==> src/rtl/quad_db_pkg.sv <==
// Shared types and constants for the quadrature input debouncer.
package quad_db_pkg;

  // Filter FSM state for one pin.
  typedef enum logic {
    DB_STABLE  = 1'b0,
    DB_PENDING = 1'b1
  } db_state_t;

  // Filter length for 1 ms at a 50 MHz system clock.
  localparam int unsigned DB_CYCLES_1MS = 50000;

endpackage

==> src/rtl/db_channel.sv <==
// One pin: two-flop synchroniser, stable-time filter FSM and edge strobe.
//
// state      | meaning
// DB_STABLE  | synchronised level matches db_q, counter idle at 0
// DB_PENDING | level differs from db_q, counting consecutive mismatching edges
module db_channel
  import quad_db_pkg::*;
#(
  parameter int unsigned DB_CYCLES = DB_CYCLES_1MS
) (
  input  logic clk,
  input  logic reset,
  input  logic pin_i,
  output logic db_o,
  output logic edge_o
);

  localparam int unsigned CNT_W = $clog2(DB_CYCLES + 1);
  // With a one-cycle filter a mismatch is accepted straight from DB_STABLE.
  localparam bit SINGLE = (DB_CYCLES == 1);
  // Count value on which the next mismatching edge completes the filter.
  localparam logic [CNT_W-1:0] CNT_LAST = CNT_W'(DB_CYCLES - 1);

  logic             s1_q, s2_q;
  db_state_t        state_q, state_d;
  logic [CNT_W-1:0] cnt_q, cnt_d;
  logic             db_q, db_d;
  logic             edge_q, edge_d;
  logic             mismatch;
  logic             flip;

  assign mismatch = (s2_q != db_q);

  // State register: synchroniser, FSM, counter, accepted level and strobe.
  always_ff @(posedge clk) begin
    if (reset) begin
      s1_q    <= 1'b1;
      s2_q    <= 1'b1;
      state_q <= DB_STABLE;
      cnt_q   <= '0;
      db_q    <= 1'b1;
      edge_q  <= 1'b0;
    end else begin
      s1_q    <= pin_i;
      s2_q    <= s1_q;
      state_q <= state_d;
      cnt_q   <= cnt_d;
      db_q    <= db_d;
      edge_q  <= edge_d;
    end
  end

  // Next-state logic: any match while pending is bounce and drops back to stable.
  always_comb begin
    state_d = state_q;
    case (state_q)
      DB_STABLE:  if (mismatch && !SINGLE) state_d = DB_PENDING;
      DB_PENDING: if (!mismatch || (cnt_q == CNT_LAST)) state_d = DB_STABLE;
      default:    state_d = DB_STABLE;
    endcase
  end

  // Output logic: counter update, level flip and strobe request.
  always_comb begin
    flip  = 1'b0;
    cnt_d = '0;
    case (state_q)
      DB_STABLE: begin
        if (mismatch) begin
          if (SINGLE) flip = 1'b1;
          else        cnt_d = CNT_W'(1);
        end
      end
      DB_PENDING: begin
        if (mismatch) begin
          if (cnt_q == CNT_LAST) flip = 1'b1;
          else                   cnt_d = cnt_q + CNT_W'(1);
        end
      end
      default: cnt_d = '0;
    endcase
    db_d   = db_q ^ flip;
    edge_d = flip;
  end

  assign db_o   = db_q;
  assign edge_o = edge_q;

endmodule

==> src/rtl/quad_debounce.sv <==
// Debounces both encoder pins and flags illegal simultaneous A/B steps.
module quad_debounce
  import quad_db_pkg::*;
#(
  parameter int unsigned DB_CYCLES = DB_CYCLES_1MS,
  parameter int unsigned ERR_W     = 8
) (
  input  logic             clk,
  input  logic             reset,
  input  logic             a,
  input  logic             b,
  output logic             a_db,
  output logic             b_db,
  output logic             a_edge,
  output logic             b_edge,
  output logic             err,
  output logic [ERR_W-1:0] err_count
);

  logic [ERR_W-1:0] err_cnt_q, err_cnt_d;

  db_channel #(.DB_CYCLES(DB_CYCLES)) u_ch_a (
    .clk    (clk),
    .reset  (reset),
    .pin_i  (a),
    .db_o   (a_db),
    .edge_o (a_edge)
  );

  db_channel #(.DB_CYCLES(DB_CYCLES)) u_ch_b (
    .clk    (clk),
    .reset  (reset),
    .pin_i  (b),
    .db_o   (b_db),
    .edge_o (b_edge)
  );

  // Both strobes together mean a skipped Gray step; downstream still sees both edges.
  assign err = a_edge & b_edge;

  // Saturating error count, held at all-ones once reached.
  always_comb begin
    err_cnt_d = err_cnt_q;
    if (err && (err_cnt_q != '1)) err_cnt_d = err_cnt_q + ERR_W'(1);
  end

  // Error counter register.
  always_ff @(posedge clk) begin
    if (reset) err_cnt_q <= '0;
    else       err_cnt_q <= err_cnt_d;
  end

  assign err_count = err_cnt_q;

endmodule

==> config.mk <==
export PLATFORM = sky130hd
export DESIGN_NAME = quad_debounce
export DESIGN_NICKNAME = d
export VERILOG_FILES = /design/src/rtl/quad_db_pkg.sv /design/src/rtl/db_channel.sv /design/src/rtl/quad_debounce.sv
export SDC_FILE = /design/constraint.sdc
export NUM_CORES = 1
export LEC_CHECK = 0
export CAP_MARGIN = 5
export CORE_ASPECT_RATIO = 0.6
export CORE_MARGIN = 3
export CORE_UTILIZATION = 46
export DETAILED_ROUTE_END_ITERATION = 8
export HOLD_SLACK_MARGIN = 0.1
export PLACE_DENSITY = 0.75
export SLEW_MARGIN = 20
export SYNTH_ARGS = -nofsm -noshare
export SYNTH_HDL_FRONTEND = slang
export SYNTH_HIERARCHICAL = 1
export SYNTH_SLANG_ARGS = --single-unit
==> constraint.sdc <==
create_clock -name clk -period 2.2 [get_ports clk]
set_input_delay 0.33 -clock clk [delete_from_list [all_inputs] [get_ports clk]]
set_output_delay 0.33 -clock clk [all_outputs]
set_load 0.05 [all_outputs]
# Word-level counts from Yosys, hierarchy flattened
# Index checks and enable logic that the tools add are counted.
[totals]
ff_bits = 50
out_inout_bits = 13
word_cells = 51
[classes]
add_sub_neg = 3
eq_ne = 5
n_mux = 20
n_bitwise = 5
n_reduce_logical = 5
[ops]
columns = ["cell", "n"]
rows = [
  ["$mux W16", 4],
  ["$pmux W16 S2", 2],
  ["$add A16 B1 Y16 const B", 2],
  ["$eq A16 B16 Y1 const B", 2],
  ["$mux W1", 12],
  ["$add A8 B1 Y8 const B", 1],
  ["$ne A8 B8 Y1 const B", 1],
  ["$pmux W1 S2", 2],
  ["$logic_not A1 Y1", 2],
  ["$logic_or A1 B1 Y1", 2],
  ["$ne A1 B1 Y1", 2],
  ["$not A1 Y1", 2],
  ["$xor A1 B1 Y1", 2],
  ["$and A1 B1 Y1", 1],
  ["$logic_and A1 B1 Y1", 1],
]

# Depth between registers and ports, before layout
[logic_depth]
ltp_word = 5
depth_mapped = 7
ltp_nobuf = 5

# Modules after synthesis
# Netlist, hierarchy kept.
[by_module_without_submodules]
columns = ["mod", "instances", "cells_per_inst", "area_per_inst_um2", "seq_area_each_um2"]
rows = [
  ["db_channel", 2, 94, 912.1, 420.4],
  ["quad_debounce", 1, 43, 392.9, 160.2],
]

# Worst setup path after synthesis
# No wires, ideal clock.
[synth_path]
path_type = "register -> register"
start = "register u_ch_b.edge_q (netlist: u_ch_b/edge_o)"
end = "register err_cnt_q[5] (netlist: err_count[5])"
setup_time_ns = 0.070
t_arrival_ns = 1.787
required_time_ns = 2.130
path_slack_ns = 0.343
stages_incl_launch_ff = 5
period_less_slack_ns = 1.857
cell_sequence = "dfxtp_1 -> and2_4 -> nand4_4 -> or4_1 -> a21oi_1"
[synth_via]
elab_chain_cells = 2
[synth_lines]
columns = ["element", "line", "rtl"]
rows = [
  ["start, declared", "db_channel.sv:28", "logic edge_q, edge_d;"],
  ["start signal, assigned", "db_channel.sv:49", "edge_q <= edge_d;"],
  ["$and A1 B1 Y1", "quad_debounce.sv:39", "assign err = a_edge & b_edge;"],
  ["named net err", "quad_debounce.sv:16", "output logic err,"],
  ["$logic_and A1 B1 Y1", "quad_debounce.sv:44", "if (err && (err_cnt_q != '1)) err_cnt_d = err_cnt_q + ERR_W'(1);"],
  ["end signal, assigned", "quad_debounce.sv:50", "else err_cnt_q <= err_cnt_d;"],
  ["end, declared", "quad_debounce.sv:20", "logic [ERR_W-1:0] err_cnt_q, err_cnt_d;"],
]
# The timed path passes the listed nets, and every way through them passes these cells.
# A chain may end at the register's enable or synchronous reset.

# Worst setup path after layout
[layout_path]
start = "register u_ch_b.edge_q (netlist: u_ch_b/edge_o)"
end = "output err"
[layout_via]
elab_chain_cells = 1
[layout_lines]
columns = ["element", "line"]
rows = [
  ["$and A1 B1 Y1", "quad_debounce.sv:39"],
  ["end, declared", "quad_debounce.sv:16"],
]
# Every way passes these cells.

==> impl_metrics.toml <==
[outcome]
outcome = "finished clean"

[routing]
route.final.wire_length_mm = 4.15
final_antenna_net_count = 0
vias = 1651
detail_route.first_pass.iterations = 4
detail_route.iter0.violations = 116
post_drt_wl_per_cell_microns = 13.3
drt-vias-per-instance = 5.31
drc = 0

[clock_tree]
tritoncts.num_buffers = 5
clkSlewWorstSetupHoldPaths_ns = 0.09
htreeDepth = 2
clkLatencyLatePin_ns = 0.29
cts_post_setup_buffers_inserted = 0
ctsHoldBuffers = 0
clock_path_buffers = 2
cts.root.buffer_cell = "sky130_fd_sc_hd__clkbuf_8"
post_cts.resized_instances = 0
clock_tree_from_tritoncts = "done"
numClockSinks = 50

[worst_setup_path]
timing.setup.critical_path_class = "flop to output pin"
timing.critical_path.to = "err"
crit-reg2reg-launch = "u_ch_b/cnt_q[4]"
worstPathRequired_ns = 1.87
crit_path_start = "u_ch_b/edge_o"
setup.reg_to_reg.worst_slack_ns = 0.37
r2r_end = "u_ch_b/cnt_q[14]"
rr_worst_depth = 5
crit_path_end_kind = "output pin"
cp_max_fo = 4
setup.worst_path.start_class = "flop"
arrival_ns = 1.67

[sta]
finalCriticalPeriod_ns = 2.00
final_count_of_pins_violating_max_slew = 0
setup_viol = 0
worst_slew_pin_slew_ns = 0.504
hold_viol = 0
setup_tns_ns = 0
slew-limit-headroom_pct = 66.3
grt_setup_unrepaired = "false"
clock.fmax_mhz = 501
clock_skew_ns = 0.00880
final.period_utilization_pct = 90.8

[finish]
antenna_cells = 0
multiInputGateArea_sq_um = 1150
drive_above_1_share_pct = 8.37
area.sequential_sq_um = 1000
area_growth_pct = 14.3
nFillCells = 392
finish.utilization_pct = 58.0
layout.nets = 258

[grt]
grt_pass1_wl_mm = 7.24
grt_start_max_net_pins = 16
groute.usage.overall_pct = 16.3
vias_in_the_first_global_route = 1437
grt.overflow.total = 0
grt_antenna_before_repair = 0

[synthesis]
ys_async_sr_fraction_pct = 0
synthesis.instances = 231
synth_top_family_by_area = "simple AND/OR/NAND/NOR gates"
synth_nets = 238
ys_seq_area_share_pct = 45.1
ys_seq_elements = 50
post_synth_and_or_nand_nor_area_fraction_pct = 32.2
post_synth_edffs = 0
yosys_warnings = 6
synth_compound_area_share_pct = 5.59
synth_flop_cell = "sky130_fd_sc_hd__dfxtp_1"
syn_avg_cell_area_sq_um = 9.60
syn_std_cell_area_sq_um = 2220
synth.mux.area_fraction_pct = 0.451
adder_and_majority_gate_portion_of_the_synthesized_area_pct = 1.69
post_synthesis_share_of_cell_area_spent_on_xor_and_xnor_gates_pct = 11.9
synth.lib_cells_used.distinct = 36

[placed_design]
dp_hpwl_mm = 2.99
place.gp.congestion = 0.799
port-buffer-count = 16

[floorplanning]
floorplan.die_area_sq_um = 5720
die_width_microns = 95.6
pin_count = 17
row_count = 18
core_area_sq_um = 4370
initial_utilization_pct = 50.7
chipHeight_microns = 59.8

[hold_path]
beginning_of_the_worst_hold_path = "u_ch_a/s1_q"
holdCritPathClass = "flop to flop"

[power]
leakage_nw = 0.873
cellPowerDensity_nw_per_um2 = 624
vdd.ir_drop.worst_mv = 0.549

[job]
cap_viol_max_count = 0
==> through the flow <==
stage | hold slack [ns] | instances | total power, mW | cell area [sq um] | setup WS [ns]
after floorplan | 0.389 | 231 | 0.942 | 2220 | 0.343
after global placement | 0.391 | 304 | 0.954 | 2420 | 0.411
after detailed placement | 0.405 | 304 | 0.955 | 2420 | 0.388
after CTS | 0.427 | 311 | 1.60 | 2530 | 0.177
after global routing | 0.433 | 311 | 1.64 | 2530 | 0.113
final | 0.418 | 311 | 1.58 | 2530 | 0.202
==> kinds of logic (layout without fill, tap and decap cells) <==
group | count (synthesis) | after routing
AND/OR/NAND/NOR | 118 | 118
buffers and inverters | 10 | 30
XOR/XNOR | 30 | 30
AO/OA/AOI/OAI | 19 | 19
adder cells (fa/ha/maj) | 3 | 3
flip-flops | 50 | 50
multiplexers | 1 | 1
==> cell type report <==
class | instances | area share [%]
inverter | 4 | 0.592
tap | 60 | 2.96
sequential | 50 | 39.5
clock buffer | 6 | 3.26
clock inverter | 1 | 1.18
multi-input combinational | 171 | 45.3
timing repair buffer | 19 | 7.21
==> how the worst min path moves through the flow <==
stage                  endpoint  slack [ns]  depth (start not counted)
global route        u_ch_a/s2_q        0.43                          1
detailed placement  u_ch_a/s2_q        0.41                          1
floorplan           u_ch_a/s2_q        0.39                          1
finish              u_ch_a/s2_q        0.42                          1
CTS                 u_ch_a/s2_q        0.43                          1
global placement    u_ch_a/s2_q        0.39                          1
==> critical path, stage by stage (launching register included) <==
cell and delay (ns):
sky130_fd_sc_hd__dfxtp_1 0.37, sky130_fd_sc_hd__and2_4 0.19, sky130_fd_sc_hd__clkdlybuf4s50_1 0.81
==> routing by layer <==
metal	part of all wire, %	track usage [%]
met5	0	0
met4	0.46	2.43
met3	5.4	4.78
met2	37	21.0
met1	57	26.2
==> cells in the mapped netlist, types with 3 or more instances <==
cell type,n,area (sq um)
sky130_fd_sc_hd__inv_1,4,15.0
sky130_fd_sc_hd__nor2_1,42,158
sky130_fd_sc_hd__a21oi_1,7,35.0
sky130_fd_sc_hd__ha_1,3,37.5
sky130_fd_sc_hd__a211oi_1,4,30.0
sky130_fd_sc_hd__nand4_1,14,87.6
sky130_fd_sc_hd__and2_1,4,25.0
sky130_fd_sc_hd__nand2_1,6,22.5
sky130_fd_sc_hd__xor2_1,25,219
sky130_fd_sc_hd__or2_2,4,25.0
sky130_fd_sc_hd__dfxtp_1,50,1000
sky130_fd_sc_hd__and4_1,9,78.8
sky130_fd_sc_hd__o21ai_0,3,15.0
sky130_fd_sc_hd__xnor2_1,5,43.8
sky130_fd_sc_hd__nand3_1,15,75.1
sky130_fd_sc_hd__buf_6,4,45.0
==> state kept, by name, indices dropped and copies added (netlist names) <==
register,count
u_ch_a/cnt_q,16
u_ch_b/cnt_q,16
err_count,8
u_ch_a/db_o,1
u_ch_a/edge_o,1
u_ch_a/s1_q,1
u_ch_a/s2_q,1
u_ch_a/state_q,1
u_ch_b/db_o,1
u_ch_b/edge_o,1
u_ch_b/s1_q,1
u_ch_b/s2_q,1
u_ch_b/state_q,1
==> placed cells by master (no fill, tap or decap), drive strengths merged, types with 3 or more instances in the layout <==
master and instances:
nand4 15, and4 9, a211oi 4, clkbuf 6, nor2 42, o21ai 3
nand3 15, nand2 6, a21oi 7, ha 3, xnor2 5, xor2 25
buf 3, or2 4, and2 5, clkdlybuf4s50 16, inv 4, dfxtp 50
==> where the power goes <==
| part | leakage (nW) | internal [mW] | switching [mW] |
|---|---|---|---|
| Clock | 0.0573 | 0.364 | 0.284 |
| Sequential | 0.404 | 0.909 | 0.00373 |
| Combinational | 0.412 | 0.0110 | 0.00939 |
| Total | 0.873 | 1.28 | 0.297 |
(Power assumes the default switching activity.)
==> variant (config.mk and constraints unchanged) <==
Make the reset (`reset`) asynchronous in 2 clocked blocks.
--- a/src/rtl/db_channel.sv
+++ b/src/rtl/db_channel.sv
@@ -32,7 +32,7 @@
   assign mismatch = (s2_q != db_q);
 
   // State register: synchroniser, FSM, counter, accepted level and strobe.
-  always_ff @(posedge clk) begin
+  always_ff @(posedge clk or posedge reset) begin
     if (reset) begin
       s1_q    <= 1'b1;
       s2_q    <= 1'b1;
--- a/src/rtl/quad_debounce.sv
+++ b/src/rtl/quad_debounce.sv
@@ -45,7 +45,7 @@
   end
 
   // Error counter register.
-  always_ff @(posedge clk) begin
+  always_ff @(posedge clk or posedge reset) begin
     if (reset) err_cnt_q <= '0;
     else       err_cnt_q <= err_cnt_d;
   end
Function: same outputs for any inputs over 10 cycles, from zero or initial values and one cycle with reset high; that may be too few to reach the edited logic, so the function may still have changed.
==> variant against the original RTL <==
Largest cell class is now flip-flops and latches; setup slack worse by 52 ps; area after synthesis is 7.3% higher; maximum frequency is 2.5% lower; highest routed layer unchanged; sequential cell count stayed put; wire length is 5.6% higher; final area is 7.1% higher.
Power is not compared: it rests on default switching activity, and its combinational part moved more than twofold at a synthesized area within 25%.
==> variant: results (changes against the original RTL) <==
status: finished clean
Post-Synth Adder-Cell Area: 1.58% (-0.12 points)
first-pass GRT wire length: 7940 µm (+9.6%)
Critical Path AT: 1720 ps (+50 ps)
Hold Vio Cnt, Final: 0 (unchanged)
Hold Path Class: input pin to async pin
initial antenna violation count: 0 (unchanged)
Antenna Cells: 0 (unchanged)
Setup Buffers After CTS: 0 (unchanged)
CTS root buffer: clkbuf_8
Vias: 1642 (-0.55%)
sequential fraction of the synthesis area: 52.9% (+7.7 points)
CTS resizes: 0 (unchanged)
routability cong.: 0.772 (-3.4%)
Async S/R FF share, synth: 100% (+100 points)
drt pass-1 iters: 4 (unchanged)
final wirelength: 4380 µm (+5.6%)
leakage power: 1.10 nW
sw power: 0.000326 W
Reg clk slew, reported paths: 90 ps (about the same)
dpl hpwl: 3210 µm (+7.6%)
Syn Nets: 231 (-2.9%)
Nets: 255 (-1.2%)
Num CTS Buffers: 5 (unchanged)
Fill cells: 428 (+9.2%)
synth unique cells: 32 (-11%)
Slowest-stage cell, CP: clkdlybuf4s50_1
commonest cells in the netlist: 44 x dfrtp_1, 40 x nor2_1, 29 x xnor2_1, 14 x inv_1, 12 x nand3_1
max-cap check violation count: 0 (unchanged)
starting DRC count in detailed routing: 82 (-29%)
GRT Util Overall: 16.4% (+0.15 points)
Max VDD drop: 0.383 mV
normalized max-slew margin: 66.5% (+0.23 points)
H-tree levels: 2 (unchanged)
complex-gate fraction of the synthesized area: 3.26% (-2.3 points)
Crit Path Max Fanout: 4 (unchanged)
Skew-Pair Late Insertion Delay: 290 ps (about the same)
CP peak stage delay: 810 ps (about the same)
Top delay family on crit path: buffers and inverters
largest net degree at the start of global routing: 22 (+6)
CTS max path bufs: 2 (unchanged)
Worst Skew: 6.69 ps (-2.11 ps)
vias in the first global route: 1693 (+18%)
XOR/XNOR Fraction of Synth Area: 12.5% (+0.66 points)
Synth area leaders: dfrtp_1 46%, xnor2_1 11%, dfstp_2 6.6%, nor2_1 6.3%, nand4_1 2.6%
Synth warnings: 6 (unchanged)
Port Buffers: 16 (unchanged)
post-synthesis mux area share: 2.37% (+1.9 points)
layout cells sized above 1: 9.64% (+1.3 points)
variant: power groups by stage:
stage,logic [W],clock network [W],registers [W]
final,0.0000569,0.000509,0.000940
after global routing,0.0000665,0.000571,0.000942
after CTS,0.0000589,0.000521,0.000940
after detailed placement,0.0000586,0,0.000958
after global placement,0.0000579,0,0.000957
after floorplan,0.0000406,0,0.000955
variant: kinds of logic (layout without fill, tap and decap cells):
family | count (synthesis) | after routing
muxes | 5 | 5
and+or+nand+nor | 101 | 101
AOI/OAI and AO/OA | 12 | 12
xor gates and xnor gates | 34 | 34
adders and majority gates | 3 | 3
DFF | 50 | 50
buffers and inverters | 19 | 44
variant: worst paths after layout:
kind / start / end / slack (ps) / cells past startpoint
min in group clk: u_ch_b/s1_q$_DFF_PP1_ / u_ch_b/s2_q$_DFF_PP1_ / 360 / 0
max in group asynchronous: reset / u_ch_a/db_o$_DFF_PP1_ / 1210 / 3
hold reg to reg: u_ch_b/s1_q$_DFF_PP1_ / u_ch_b/s2_q$_DFF_PP1_ / 360 / 0
setup reg to reg: u_ch_b/cnt_q[7]$_DFF_PP0_ / u_ch_b/cnt_q[4]$_DFF_PP0_ / 300 / 5
hold / removal: reset / err_count[1]$_DFFE_PP0P_ / 360 / 2
setup / recovery: u_ch_b/edge_o$_DFF_PP0_ / err / 150 / 3
variant: metal layers:
layer / global-route usage (%) / vias up / share of wire (%) / wire, µm
li1: - / 808 / - / -
met1: 24.8 / 804 / 53 / 2340
met2: 24.0 / 28 / 42 / 1850
met3: 4.01 / 2 / 3.7 / 164
met4: 4.09 / 0 / 0.71 / 31
met5: 0 / - / 0 / 0
variant: metrics by stage:
| stage | power [W] | utilization, % | std cells | worst slack, ps | cell area [µm²] |
|---|---|---|---|---|---|
| CTS | 0.00152 | 56.8 | 312 | 134 | 2710 |
| detailed placement | 0.00102 | 55.1 | 304 | 296 | 2630 |
| global placement | 0.00101 | 55.1 | 304 | 350 | 2630 |
| global route | 0.00158 | 56.8 | 312 | 56.8 | 2710 |
| floorplan | 0.000996 | - | 224 | 458 | 2380 |
| finish | 0.00151 | 56.8 | 312 | 151 | 2710 |
variant: final cells by class:
cell class	instances	area, µm²	area share, %
well taps	63	78.8	2.90
clock buffers	8	80.1	2.95
inverters	14	52.6	1.94
repair buffers	22	218	8.02
flip-flops and latches	50	1260	46.4
multi-input cells	155	1030	37.8
